## src/rtl/adc_responder.sv

```systemverilog
// adc_responder: serial-ADC slave emulator.
// A master selects a channel over sclk/cs/din with a start bit followed by
// SGL, D2, D1 and D0. The block answers with a null bit and then a 12-bit
// conversion value, MSB first. Single-ended mode returns the selected channel.
// Differential mode returns the pair difference, saturated at zero.
// Ports:
//   clk, rst        system clock (>= 8x sclk) and async active-low reset
//   sclk, cs, din   master serial interface (async to clk, cs active-low)
//   ch_data         eight 12-bit channel values, channel n at [12n+11:12n]
//   dout, dout_oe   serial response and its drive enable
//   conv_done       one-clk pulse after the last data bit is driven
//   conv_ch         channel field of the last accepted command
//   conv_single     SGL/DIFF bit of the last accepted command
//   frame_abort     one-clk pulse when cs rises mid-frame
module adc_responder (
  input  logic        clk,
  input  logic        rst,
  input  logic        sclk,
  input  logic        cs,
  input  logic        din,
  input  logic [95:0] ch_data,
  output logic        dout,
  output logic        dout_oe,
  output logic        conv_done,
  output logic [2:0]  conv_ch,
  output logic        conv_single,
  output logic        frame_abort
);

  typedef enum logic [2:0] {
    IDLE, WAIT_START, CMD, SAMPLE, NULLB, DATA, TAIL
  } state_t;

  state_t      state;
  logic [1:0]  sclk_sync, cs_sync, din_sync;
  logic        sclk_prev, cs_prev;
  logic        sclk_rise, sclk_fall, cs_rise, cs_fall, din_s;
  logic [3:0]  cnt;
  logic [3:0]  cmd;       // {SGL, D2, D1, D0}
  logic [11:0] shreg;

  // Synchronizers plus one history flop per line for edge detection.
  // cs history is preset high so reset release alone cannot look like a cs edge.
  always_ff @(posedge clk or negedge rst) begin
    if (!rst) begin
      sclk_sync <= '0;
      din_sync  <= '0;
      cs_sync   <= '1;
      sclk_prev <= 1'b0;
      cs_prev   <= 1'b1;
    end else begin
      sclk_sync <= {sclk_sync[0], sclk};
      din_sync  <= {din_sync[0], din};
      cs_sync   <= {cs_sync[0], cs};
      sclk_prev <= sclk_sync[1];
      cs_prev   <= cs_sync[1];
    end
  end

  assign sclk_rise = sclk_sync[1] & ~sclk_prev;
  assign sclk_fall = ~sclk_sync[1] & sclk_prev;
  assign cs_rise   = cs_sync[1] & ~cs_prev;
  assign cs_fall   = ~cs_sync[1] & cs_prev;
  assign din_s     = din_sync[1];

  // Conversion value for the command currently held in cmd.
  logic [11:0] ch [8];
  logic [11:0] op_a, op_b, conv_value;
  logic [12:0] diff;

  always_comb begin
    for (int unsigned i = 0; i < 8; i++) begin
      ch[i] = ch_data[12*i +: 12];
    end
    // D0 selects the subtraction direction within pair {D2,D1}.
    op_a = cmd[0] ? ch[{cmd[2:1], 1'b1}] : ch[{cmd[2:1], 1'b0}];
    op_b = cmd[0] ? ch[{cmd[2:1], 1'b0}] : ch[{cmd[2:1], 1'b1}];
    diff = {1'b0, op_a} - {1'b0, op_b};
    if (cmd[3]) begin
      conv_value = ch[cmd[2:0]];
    end else begin
      // A borrow out of the 13-bit subtract means negative: clamp to zero.
      conv_value = diff[12] ? '0 : diff[11:0];
    end
  end

  always_ff @(posedge clk or negedge rst) begin
    if (!rst) begin
      state       <= IDLE;
      cnt         <= '0;
      cmd         <= '0;
      shreg       <= '0;
      dout        <= 1'b0;
      dout_oe     <= 1'b0;
      conv_done   <= 1'b0;
      frame_abort <= 1'b0;
      conv_ch     <= '0;
      conv_single <= 1'b0;
    end else begin
      conv_done   <= 1'b0;
      frame_abort <= 1'b0;
      if (cs_rise) begin
        // cs rise wins over any sclk edge seen in the same clk.
        if (state inside {CMD, SAMPLE, NULLB, DATA}) begin
          frame_abort <= 1'b1;
        end
        state   <= IDLE;
        dout    <= 1'b0;
        dout_oe <= 1'b0;
      end else begin
        case (state)
          IDLE: begin
            dout    <= 1'b0;
            dout_oe <= 1'b0;
            if (cs_fall) begin
              state <= WAIT_START;
            end
          end
          WAIT_START: begin
            if (sclk_rise && din_s) begin
              cnt   <= '0;
              state <= CMD;
            end
          end
          CMD: begin
            if (sclk_rise) begin
              cmd <= {cmd[2:0], din_s};
              cnt <= cnt + 4'd1;
              if (cnt == 4'd3) begin
                state <= SAMPLE;
              end
            end
          end
          SAMPLE: begin
            if (sclk_rise) begin
              shreg       <= conv_value;
              conv_single <= cmd[3];
              conv_ch     <= cmd[2:0];
              state       <= NULLB;
            end
          end
          NULLB: begin
            if (sclk_fall) begin
              dout_oe <= 1'b1;
              dout    <= 1'b0;
              cnt     <= '0;
              state   <= DATA;
            end
          end
          DATA: begin
            if (sclk_fall) begin
              dout  <= shreg[11];
              shreg <= {shreg[10:0], 1'b0};
              cnt   <= cnt + 4'd1;
              if (cnt == 4'd11) begin
                conv_done <= 1'b1;
                state     <= TAIL;
              end
            end
          end
          TAIL: begin
            // B0 stays on dout until the next fall, then the line idles low.
            dout_oe <= 1'b1;
            if (sclk_fall) begin
              dout <= 1'b0;
            end
          end
          default: state <= IDLE;
        endcase
      end
    end
  end

endmodule

```

## config.mk

```make
export PLATFORM = sky130hd
export DESIGN_NAME = adc_responder
export DESIGN_NICKNAME = d
export VERILOG_FILES = /design/src/rtl/adc_responder.sv
export SDC_FILE = /design/constraint.sdc
export NUM_CORES = 1
export LEC_CHECK = 0
export BUFFER_PORTS_ARGS = -buffer_cell sky130_fd_sc_hd__buf_2
export CAP_MARGIN = 20
export CELL_PAD_IN_SITES_DETAIL_PLACEMENT = 0
export CELL_PAD_IN_SITES_GLOBAL_PLACEMENT = 1
export CORE_MARGIN = 4
export CORE_UTILIZATION = 30
export DETAILED_ROUTE_END_ITERATION = 8
export GPL_ROUTABILITY_DRIVEN = 0
export PLACE_DENSITY = 0.77
export SKIP_LAST_GASP = 1
export SYNTH_ARGS = -nofsm -noshare
export SYNTH_HDL_FRONTEND = slang
export SYNTH_SLANG_ARGS = --single-unit
```

## constraint.sdc

```tcl
create_clock -name clk -period 3.42 [get_ports clk]
set_input_delay 0.513 -clock clk [delete_from_list [all_inputs] [get_ports clk]]
set_output_delay 0.513 -clock clk [all_outputs]
set_load 0.02 [all_outputs]
```

After elaboration in Yosys (flattened, before gate mapping)
Cells that the tools add are included.
Widths: inputs -> output; s select.
- input port bits: 101
- register bits after elaboration: 39
- bitwise gates (word level): 12
- $lt $le $gt $ge: 3
- $add $sub $neg: 2
- equality and inequality tests: 23
- muxes and demuxes: 44
- reduce and logical (&&, ||, !) cells: 15
- operators by type and width (operator ; number):
    $mux 12 ; 12
    $bmux 12 s3 ; 3
    $mux 3 ; 9
    $pmux 12 s2 ; 1
    $pmux 3 s7 ; 1
    $ne 3x3->1 const B ; 6
    $mux 4 ; 4
    $pmux 4 s4 ; 1
    $reduce_bool 4->1 ; 4
    $sub 12x12->13 ; 1
    $ge 4x4->1 const B ; 3
    $ne 2x2->1 const B ; 6
    $not 3->4 ; 3
    $mux 1 ; 11
    $eq 3x3->1 const B ; 3
    $reduce_and 3->1 ; 3
    $reduce_and 9->1 ; 1
    $eq 3x2->1 const B ; 2
    $ne 3x2->1 const B ; 2
    $pmux 1 s3 ; 2
    $reduce_and 6->1 ; 1
    $not 1->1 ; 5
    $add 4x1->4 const B ; 1
    $and 1x1->1 ; 4
    10 further kinds ; 10

Depth between registers and ports, before layout
- depth after elaboration: 10
- gate-level depth with buffers: 13
- depth with buffers taken out: 11

Least setup slack after synthesis
No wires, ideal clock.
- path kind: register to register
- from: register cmd[1]
- to: register shreg[10]
- slack: 0.221 ns
- cell stages (with the launch flop): 14
- data arrival time: 3.104 ns
- path buffers: 2
- cells stage by stage: dfrtp_1 buf_6 buf_12 mux4_2 mux2i_1 ha_1 inv_1 fa_1 a211oi_1 o21ai_0 a221o_1 a21o_1 xnor2_1 o31ai_1
- word-level cells in the longest chain between the ends: 10
- ends and longest elaborated chain (item ; line ; RTL):
    from (decl) ; 39 ; logic [3:0] cmd;
    from (signal assigned) ; 127 ; cmd <= {cmd[2:0], din_s};
    $not 3->4 (not written as such) ; 76, 77 ;
    $bmux 12 s3 ; 76, 77 ;
    $mux 12 (not written as such) (2 in series) ; 76, 77 ;
    $mux 12 (on tied branches) ; 76, 77 ;
    $sub 12x12->13 ; 78 ; diff = {1'b0, op_a} - {1'b0, op_b};
    $mux 12 ; 83 ; conv_value = diff[12] ? '0 : diff[11:0];
    $mux 12 * ; 79 ; if (cmd[3]) begin
    $mux 12 * ; 135 ; if (sclk_rise) begin
    $pmux 12 s2 * ; 111 ; case (state)
    to (signal assigned) ; 136 ; shreg <= conv_value;
    to (signal assigned) ; 153 ; shreg <= {shreg[10:0], 1'b0};
    to (decl) ; 40 ; logic [11:0] shreg;
Mark *: on every way between the ends. The rest lies on a longest branch, timed or not. The select of a mux whose other input is x is not followed.
A chain may end at the register's enable or synchronous reset.

Worst setup path in the final report
- from: register cmd[1]
- to: register shreg[1]
Same word-level chain as after synthesis.

==> results.toml <==
[global_route]
grt_max_degree = 40
grt_remaining_overflow = 0
track_usage_pct = 13.3
grt_antenna_before_repair = 0
grt_pass1_wl_um = 14400
grt_pass1_vias = 3169

[synth]
synth-async-reset-ratio_pct = 100
synth_cell_types = 54
synth.top_cell.area_share_pct = 26.4
synth-xor-area-share_pct = 2.31
synth_area_sq_um = 3410
synth_fa_ha_area_share_pct = 5.73
synth_area_leaders = "dfrtp_1, mux4_2, mux2i_1"
ys_ff_latch = 39
syn-num-nets = 438
synth-main-ff-cell = "dfrtp_1"
synth-compound-area-share_pct = 16.4
ys_seq_area_share_pct = 28.7
synth_edf_count = 0
ys.warnings.count = 0
synth_mux_area_share_pct = 29.3
syn-instance-count = 322
syn_area_per_cell_sq_um = 10.6
synth_top_family_by_area = "multiplexers"
synth-simple-area-share_pct = 12.7
yosysTopAreaCell = "dfrtp_1"

[pwr]
p_per_area_nw_per_um2 = 876
vdd_ir_drop_max_v = 0.000407
power_mw = 3.81
leakage_nw = 1.91

[layout]
final_cell_mix = "buf_2, dfrtp_1, nor2_1"
utilization_pct = 39.6
diodes = 0
syn2layout_area_growth_pct = 27.5
final_common_cell = "buf_2"
nets = 550
drive_gt1_share_pct = 41.8

[timing]
max-slew-margin-rel_pct = 41.3
worstMarginPinSlew_ns = 0.881
setup_viol = 0
fmax_ghz = 0.310
fin_crit_sh_pct = 94.4
finalHoldViolations = 0
fin_skew_ns = 0.00250
final.min_clock_period_ns = 3.23
drv_slew = 0
rsz0062_at_grt = "true"
setup_ws_ns = 0.190

[cts]
cts_hold_buf = 0
clkSinkCount = 39
cts_buffer_depth = 2
cts_buffers = 5
cts_tree = "yes"
post_cts_resized = 0
postCtsSetupRepairBufs = 0
clock_latency_ns = 0.27
clkTransAtPathRegs_ns = 0.06
cts_root_buf = "clkbuf_16"
cts_max_level = 2

[route]
routedWlPerCell_um = 14.7
drc_errors = 0
vias_per_cell = 5.23
drtIter0Drc = 134
first_pass_iters = 4
drtAntennaViolNets = 0
num_vias = 3005
drt_wl_total_um = 8460

[worst_setup_path]
cp.arrival_ns = 3.34
critPathKind = "reg -> reg"
critPathMaxFanout = 12
timing.rr.start = "cmd[1]$_DFFE_PN0P_"
ff2ff_path_depth = 12
cp.required_ns = 3.53
crit_path_start = "cmd[1]$_DFFE_PN0P_"
r2r_slack_ns = 0.19
critPathLaunchType = "register"
critPathCapture = "shreg[1]$_DFFE_PN0P_"
reg2reg_to = "shreg[1]$_DFFE_PN0P_"
endpoint_kind = "register"

[floorplanning]
die_h_um = 115
die_w_um = 115
io_pins = 109
rows = 38
start_util_pct = 31.0
core_sq_um = 11000
die-area_sq_um = 13100

[flow_run]
cap_violations = 0

[place]
dp_slack_ns = 0.0707
dp_hpwl_um = 6760
port_buffers = 108

[worst_hold_path]
hold_path_class = "in -> reg"

[outcome]
status = "finished clean"
-- worst min-delay path by stage --
stage,to,cells past startpoint,slack [ns],from
after floorplan,cmd[0]$_DFFE_PN0P_,0,0.22,rst
final,cs_sync[0]$_DFF_PN1_,1,0.34,cs
after global routing,cs_sync[0]$_DFF_PN1_,1,0.33,cs
after CTS,cs_sync[0]$_DFF_PN1_,1,0.33,cs
after global placement,din_sync[1]$_DFF_PN0_,0,0.34,din_sync[0]$_DFF_PN0_
after detailed placement,sclk_sync[1]$_DFF_PN0_,0,0.34,sclk_sync[0]$_DFF_PN0_
-- per-stage QoR --
stage | hold WS [ns] | cells | cell area (sq um) | setup TNS, ns
finish | 0.336 | 575 | 4350 | 0
global route | 0.326 | 575 | 4350 | -0.0124
CTS | 0.331 | 575 | 4330 | 0
detailed placement | 0.342 | 567 | 4170 | 0
global placement | 0.339 | 567 | 4170 | 0
floorplan | 0.217 | 322 | 3410 | 0
-- logic make-up (layout without fill, tap and decap cells) --
| logic type | after synthesis | in the layout |
|---|---|---|
| and+or+nand+nor | 90 | 90 |
| buffers and inverters | 32 | 145 |
| DFF | 39 | 39 |
| xor gates and xnor gates | 9 | 9 |
| muxes | 61 | 61 |
| adders and majority gates | 15 | 15 |
| AOI/OAI and AO/OA | 76 | 76 |
-- cell usage after synthesis, drive strengths merged (3+ instances only) --
library cell  instances
o21ai                14
mux2                 13
o31ai                 3
a221oi                8
clkbuf                8
o22ai                 3
inv                  11
nand3                 3
nand2b                5
a21oi                14
nor2                 29
or3                   4
dfrtp                36
nor2b                 8
a211oi               10
nor3                  5
mux2i                22
xnor2                 7
nand2                26
buf                  13
ha                   14
dfstp                 3
a21o                  3
mux4                 26
o211ai                5
-- final cells by class --
cell class	count	area, sq um
clock buffer	8	156
timing repair buffer	126	713
fill	1073	6640
tap	140	175
multi-input combinational	251	2280
sequential	39	980
inverter	11	41.3
-- routing by layer --
| layer | vias to the layer above | GRT usage, % | part of all wire (%) |
|---|---|---|---|
| met3 | 6 | 2.22 | 5.2 |
| li1 | 1460 | - | - |
| met4 | 0 | 2.69 | 0.73 |
| met1 | 1456 | 16.7 | 42 |
| met5 | - | 0 | 0 |
| met2 | 83 | 23.8 | 52 |
-- state kept, by name (all words and copies together), names as in the netlist --
signal,flops
shreg,12
sclk_prev,1
din_sync,2
dout,1
cs_prev,1
cnt,4
conv_ch,3
cs_sync,2
sclk_sync,2
frame_abort,1
cmd,4
conv_single,1
conv_done,1
dout_oe,1
state,3
-- worst max-delay path: stages, from the launching register on --
cell and delay [ns]:
dfrtp_1 0.39, buf_12 0.16, buf_4 0.20, mux4_2 0.54, mux2_4 0.30, ha_1 0.23, a21oi_1 0.15, nor2b_1 0.07
o41ai_2 0.29, buf_4 0.17, nand2_2 0.15, a221oi_1 0.30, a311oi_1 0.09
-- report_power, final --
part           switching, mW  leakage [nW]  internal [mW]  total, mW
Sequential             0.118         0.495          0.572      0.690
Clock                  0.173        0.0772          0.310      0.484
Combinational           1.31          1.34           1.32       2.63
Total                   1.61          1.91           2.20       3.81
Power figures use the tool's default switching activity.
